<file path="config.mk">
export PLATFORM = sky130hd
export DESIGN_NAME = tug_referee
export DESIGN_NICKNAME = d
export VERILOG_FILES = /design/src/rtl/tug_referee.sv
export SDC_FILE = /design/constraint.sdc
export NUM_CORES = 1
export LEC_CHECK = 0
export CORE_MARGIN = 2
export CORE_UTILIZATION = 39
export CTS_BUF_LIST = sky130_fd_sc_hd__clkbuf_4 sky130_fd_sc_hd__clkbuf_8 sky130_fd_sc_hd__clkbuf_16
export DETAILED_ROUTE_END_ITERATION = 16
export PLACE_DENSITY_LB_ADDON = 0.05
export SETUP_SLACK_MARGIN = 0.2
export SLEW_MARGIN = 20
export SYNTH_ARGS = -nofsm -noshare
export SYNTH_HDL_FRONTEND = slang
export SYNTH_SLANG_ARGS = --single-unit
</file>
<file path="constraint.sdc">
create_clock -name clk -period 1.8 [get_ports clk]
set_input_delay 0.36 -clock clk [delete_from_list [all_inputs] [get_ports clk]]
set_output_delay 0.36 -clock clk [all_outputs]
set_load 0.005 [all_outputs]
</file>
<file path="src/rtl/tug_referee.sv">
// Tug-of-war referee: arbitrates press pulses into rope moves, tracks the winner and scores.
// Optional PRESS_QUEUE_EN macro: remember one press per player made during lockout.
module tug_referee #(
    parameter int N_POS   = 9,
    parameter int LOCKOUT = 4,
    parameter int SCORE_W = 3
) (
    input  logic                     clk,
    input  logic                     reset,
    input  logic                     start,
    input  logic                     press_l,
    input  logic                     press_r,
    output logic [$clog2(N_POS)-1:0] pos,
    output logic                     move_l,
    output logic                     move_r,
    output logic                     win_l,
    output logic                     win_r,
    output logic                     busy,
    output logic [SCORE_W-1:0]       score_l,
    output logic [SCORE_W-1:0]       score_r
);
    localparam int POS_W = $clog2(N_POS);
    localparam int CNT_W = (LOCKOUT > 2) ? $clog2(LOCKOUT) : 1;
    localparam logic [POS_W-1:0]   CENTRE    = POS_W'((N_POS - 1) / 2);
    localparam logic [POS_W-1:0]   L_NEAR    = POS_W'(1);
    localparam logic [POS_W-1:0]   R_NEAR    = POS_W'(N_POS - 2);
    localparam logic [CNT_W-1:0]   CNT_INIT  = CNT_W'((LOCKOUT > 0) ? LOCKOUT - 1 : 0);
    localparam logic [SCORE_W-1:0] SCORE_MAX = '1;

    typedef enum logic [1:0] {IDLE, PLAY, LOCK, WIN} state_t;

    state_t           state, state_nx;
    logic [CNT_W-1:0] lock_cnt;
    logic             token;      // 0: left wins a tie, 1: right wins a tie
    logic             winner_r;
    logic             eff_l, eff_r;
    logic             grant_l, grant_r;
    logic             hit_l, hit_r;

`ifdef PRESS_QUEUE_EN
    logic pend_l, pend_r;

    // Pending presses only accumulate in LOCK; any PLAY cycle consumes them through arbitration.
    always_ff @(posedge clk or negedge reset) begin
        if (!reset) begin
            pend_l <= 1'b0;
            pend_r <= 1'b0;
        end else if (state == LOCK) begin
            if (press_l) pend_l <= 1'b1;
            if (press_r) pend_r <= 1'b1;
        end else begin
            pend_l <= 1'b0;
            pend_r <= 1'b0;
        end
    end

    assign eff_l = press_l | pend_l;
    assign eff_r = press_r | pend_r;
`else
    assign eff_l = press_l;
    assign eff_r = press_r;
`endif

    always_ff @(posedge clk or negedge reset) begin
        if (!reset) state <= IDLE;
        else        state <= state_nx;
    end

    always_comb begin
        state_nx = state;
        grant_l  = 1'b0;
        grant_r  = 1'b0;
        hit_l    = 1'b0;
        hit_r    = 1'b0;
        case (state)
            IDLE: if (start) state_nx = PLAY;
            PLAY: begin
                grant_l = eff_l & (~eff_r | ~token);
                grant_r = eff_r & (~eff_l | token);
                hit_l   = grant_l && (pos == L_NEAR);
                hit_r   = grant_r && (pos == R_NEAR);
                if (hit_l || hit_r)
                    state_nx = WIN;
                else if ((grant_l || grant_r) && LOCKOUT > 0)
                    state_nx = LOCK;
            end
            LOCK: if (lock_cnt == '0) state_nx = PLAY;
            WIN:  if (start) state_nx = PLAY;
            default: state_nx = IDLE;
        endcase
    end

    always_comb begin
        busy  = (state == PLAY) || (state == LOCK);
        win_l = (state == WIN) && !winner_r;
        win_r = (state == WIN) &&  winner_r;
    end

    always_ff @(posedge clk or negedge reset) begin
        if (!reset) begin
            pos      <= CENTRE;
            move_l   <= 1'b0;
            move_r   <= 1'b0;
            lock_cnt <= '0;
            token    <= 1'b0;
            winner_r <= 1'b0;
            score_l  <= '0;
            score_r  <= '0;
        end else begin
            move_l <= grant_l;
            move_r <= grant_r;

            if ((state == IDLE || state == WIN) && start) pos <= CENTRE;
            else if (grant_l)                             pos <= pos - POS_W'(1);
            else if (grant_r)                             pos <= pos + POS_W'(1);

            if (state == PLAY && eff_l && eff_r) token <= ~token;

            if (state == PLAY && state_nx == LOCK)  lock_cnt <= CNT_INIT;
            else if (state == LOCK && lock_cnt != '0) lock_cnt <= lock_cnt - CNT_W'(1);

            if (hit_l) begin
                winner_r <= 1'b0;
                if (score_l != SCORE_MAX) score_l <= score_l + SCORE_W'(1);
            end
            if (hit_r) begin
                winner_r <= 1'b1;
                if (score_r != SCORE_MAX) score_r <= score_r + SCORE_W'(1);
            end
        end
    end
endmodule

</file>
==> metrics <==
status complete, no violations; classification of the worst setup path reg2out; number of max-capacitance violations reported 0; number of H-tree branching levels 1; violation count after the first detailed-routing iteration 1; GRT Overall Usage 15.0%; overall die height 56.7 um; nets 172; total power per unit cell area roughly 1400 nW/um2; endpoints failing setup 0; classification of the worst-slack hold path in2async; number of detailed-route iterations in the first pass 3; number of cells produced by synthesis 101; final worst path period share 89.4%; pin count of the biggest net entering global routing 19; Crit path arrival time between 1000 and 1500 ps; hold bufs inserted after CTS 0; number of nets produced by synthesis about 120; Hold Vio Cnt, Final 0; TritonCTS Buffers 3; clock root cell sky130_fd_sc_hd__clkbuf_4; count of final max-slew check failures 0; Area Growth Syn to Fin 52.4%; summed instance area of the synthesized netlist 1080 um2; detailed-route wire length between 2000 and 2500 um; Final Cell Area 1650 um2; post-DR wirelength/cell 12.6 um; number of cell rows 19; initial core utilization between 40 and 50%; clock period minus worst slack 1610 ps; number of library cell types mapped by synthesis 35; Worst Setup End Kind output port; Reg2Reg Setup Slack 210 ps; wire length of the first global-routing pass 3810 um; worst endpoint required time about 1400 ps; Mean Syn Cell Area between 10 and 15 um2; fraction of the mapped netlist area in adder cells 13.9%; XOR/XNOR share of the synthesized area 4.04%; count of buffers from port buffering 19; compound-cell area share of the yosys netlist 12.7%; antenna-violating nets left 0; final worst slack ~190 ps; total clock sinks 18; Post-Synth Simple-Gate Area 16.4%; Post-synth EDFFs 0; DIE AREA 3220 um2; Synth Flop Type sky130_fd_sc_hd__dfrtp_1; vias after detailed routing roughly 910; ratio of cells with drive above 1 in the final layout 39.6%; unrepaired setup endpoints after global routing yes; maximum frequency from static timing analysis 621 MHz; kind of start point of the critical path register; post-place setup slack -109 ps; FF+latch count, synth 18; Worst slew margin 79.3%; vias in the first global route 943; Synthesis Warnings 0; largest voltage drop on the vdd net approximately 0.93 mV; HPWL after detailed placement 1640 um; clock latency on the worst-skew pair 290 ps; Avg Vias per Cell 4.91; deepest clock path buffer count 2; number of I/O pins 20; main combinational cell family by area after synthesis simple AND/OR/NAND/NOR gates; placement-stage cell area 1400 um2; drc violations 0; mux share of post-synthesis cell area between 6 and 7%; Die Width 56.7 um; transition time of the tightest slew-check pin roughly 310 ps; clock transition time at the flip-flop clock pins of the worst setup and hold paths roughly 110 ps; critical path peak fanout 6; Total Power 2.36 mW; Pleak 0.875 nW; global placer's final weighted congestion about 0.82; initial antenna violation count 0; Worst Skew between 6 and 7 ps; Core Box Area 2690 um2; Post-synth ARST share between 90% and 100%; Overflow after GRT 0; diode count 0; share of synthesized area occupied by flip-flops and latches 41.7%; TritonCTS clock tree yes
-- layout by cell type, fill, tap and decap left out, drive strengths merged, types with 2 or more instances in the layout --
| cell type | netlist | final |
|---|---|---|
| nor2 | 3 | 3 |
| nor2b | 4 | 4 |
| inv | 9 | 9 |
| dfrtp | 17 | 17 |
| o21ai | 6 | 6 |
| dlymetal6s2s | 0 | 5 |
| buf | 2 | 33 |
| nand2 | 7 | 7 |
| mux2 | 4 | 4 |
| a21oi | 5 | 5 |
| clkbuf | 0 | 6 |
| mux2i | 2 | 2 |
| dlygate4sd2 | 0 | 2 |
| xnor2 | 4 | 4 |
| nand3 | 5 | 5 |
| ha | 12 | 12 |
| and2 | 2 | 2 |
| nor3 | 2 | 2 |
| clkdlybuf4s50 | 0 | 8 |
-- final cells by class --
type / instances / area, um2
Timing Repair Buffer: 51 / 450
Sequential cell: 18 / 453
Multi-Input combinational cell: 72 / 639
Fill cell: 234 / 1030
Inverter: 9 / 33.8
Clock buffer: 4 / 36.3
Tap cell: 31 / 38.8
-- cell usage after synthesis, types with 2 or more instances --
library cell / count / share of area (%)
sky130_fd_sc_hd__nand3_1: 4 / 1.8
sky130_fd_sc_hd__o21ai_0: 6 / 2.8
sky130_fd_sc_hd__nor2b_1: 4 / 2.3
sky130_fd_sc_hd__and2_1: 2 / 1.2
sky130_fd_sc_hd__xnor2_1: 4 / 3.2
sky130_fd_sc_hd__mux2_4: 2 / 2.8
sky130_fd_sc_hd__nand2_1: 7 / 2.4
sky130_fd_sc_hd__ha_1: 12 / 14
sky130_fd_sc_hd__a21oi_1: 5 / 2.3
sky130_fd_sc_hd__mux2_2: 2 / 2.1
sky130_fd_sc_hd__nor3_1: 2 / 0.92
sky130_fd_sc_hd__inv_1: 9 / 3.1
sky130_fd_sc_hd__mux2i_1: 2 / 1.8
sky130_fd_sc_hd__dfrtp_1: 17 / 39
sky130_fd_sc_hd__nor2_1: 3 / 1.0
-- what timing repair did --
item	CTS	global route
buffers inserted	10	8
resized for setup	18	22
pin swaps	4	8
endpoints found under the setup margin	15	22
-- through the flow --
stage                     std cells  hold WS, ps  utilization (%)  TNS [ps]
final                           185          381             61.5         0
after global routing            185          382             61.5         0
after CTS                       177          380             57.5         0
after detailed placement        163          501             52.2      -690
after global placement          163          487             52.2      -452
after floorplan                 101         64.4                -         0
-- sequential cells by signal, indices dropped and copies added, names as in the netlist --
name / count
move_r: 1
score_l: 3
lock_cnt: 2
pos: 4
state: 2
token: 1
score_r: 3
move_l: 1
winner_r: 1
-- per-layer routing --
metal	GRT usage, %	vias to the layer above	part of all wire, %
li1	-	454	-
met1	15.8	438	44
met2	27.9	12	52
met3	3.23	4	3.2
met4	6.80	0	1.2
met5	0	-	0
-- power breakdown --
part	leakage, nW	internal (mW)	switching [mW]
clock	0.0210	0.123	0.131
combinational	0.627	0.809	0.605
sequential	0.227	0.562	0.129
-- critical path, cell delays in order, from the launching register on --
cell and delay, ps:
sky130_fd_sc_hd__dfrtp_1 420, sky130_fd_sc_hd__buf_6 130, sky130_fd_sc_hd__ha_4 280, sky130_fd_sc_hd__inv_2 30
sky130_fd_sc_hd__clkbuf_2 100
-- path summary, 6_finish.rpt --
path | start | endpoint | cells past startpoint
min in group clk | winner_r | winner_r | 2
setup / recovery | state[1] | busy | 4
hold / removal | reset | move_r | 2
max in group asynchronous | reset | pos[2] | 2
hold reg to reg | winner_r | winner_r | 2
setup reg to reg | pos[1] | score_l[1] | 6
-- kinds of logic (layout without fill, tap and decap cells) --
group,Yosys count,in the layout
DFF,18,18
buffers and inverters,11,64
xor gates and xnor gates,5,5
AOI/OAI and AO/OA,19,19
and+or+nand+nor,30,30
adders and majority gates,12,12
muxes,6,6
Note: power is estimated with default switching activity, not from simulation.
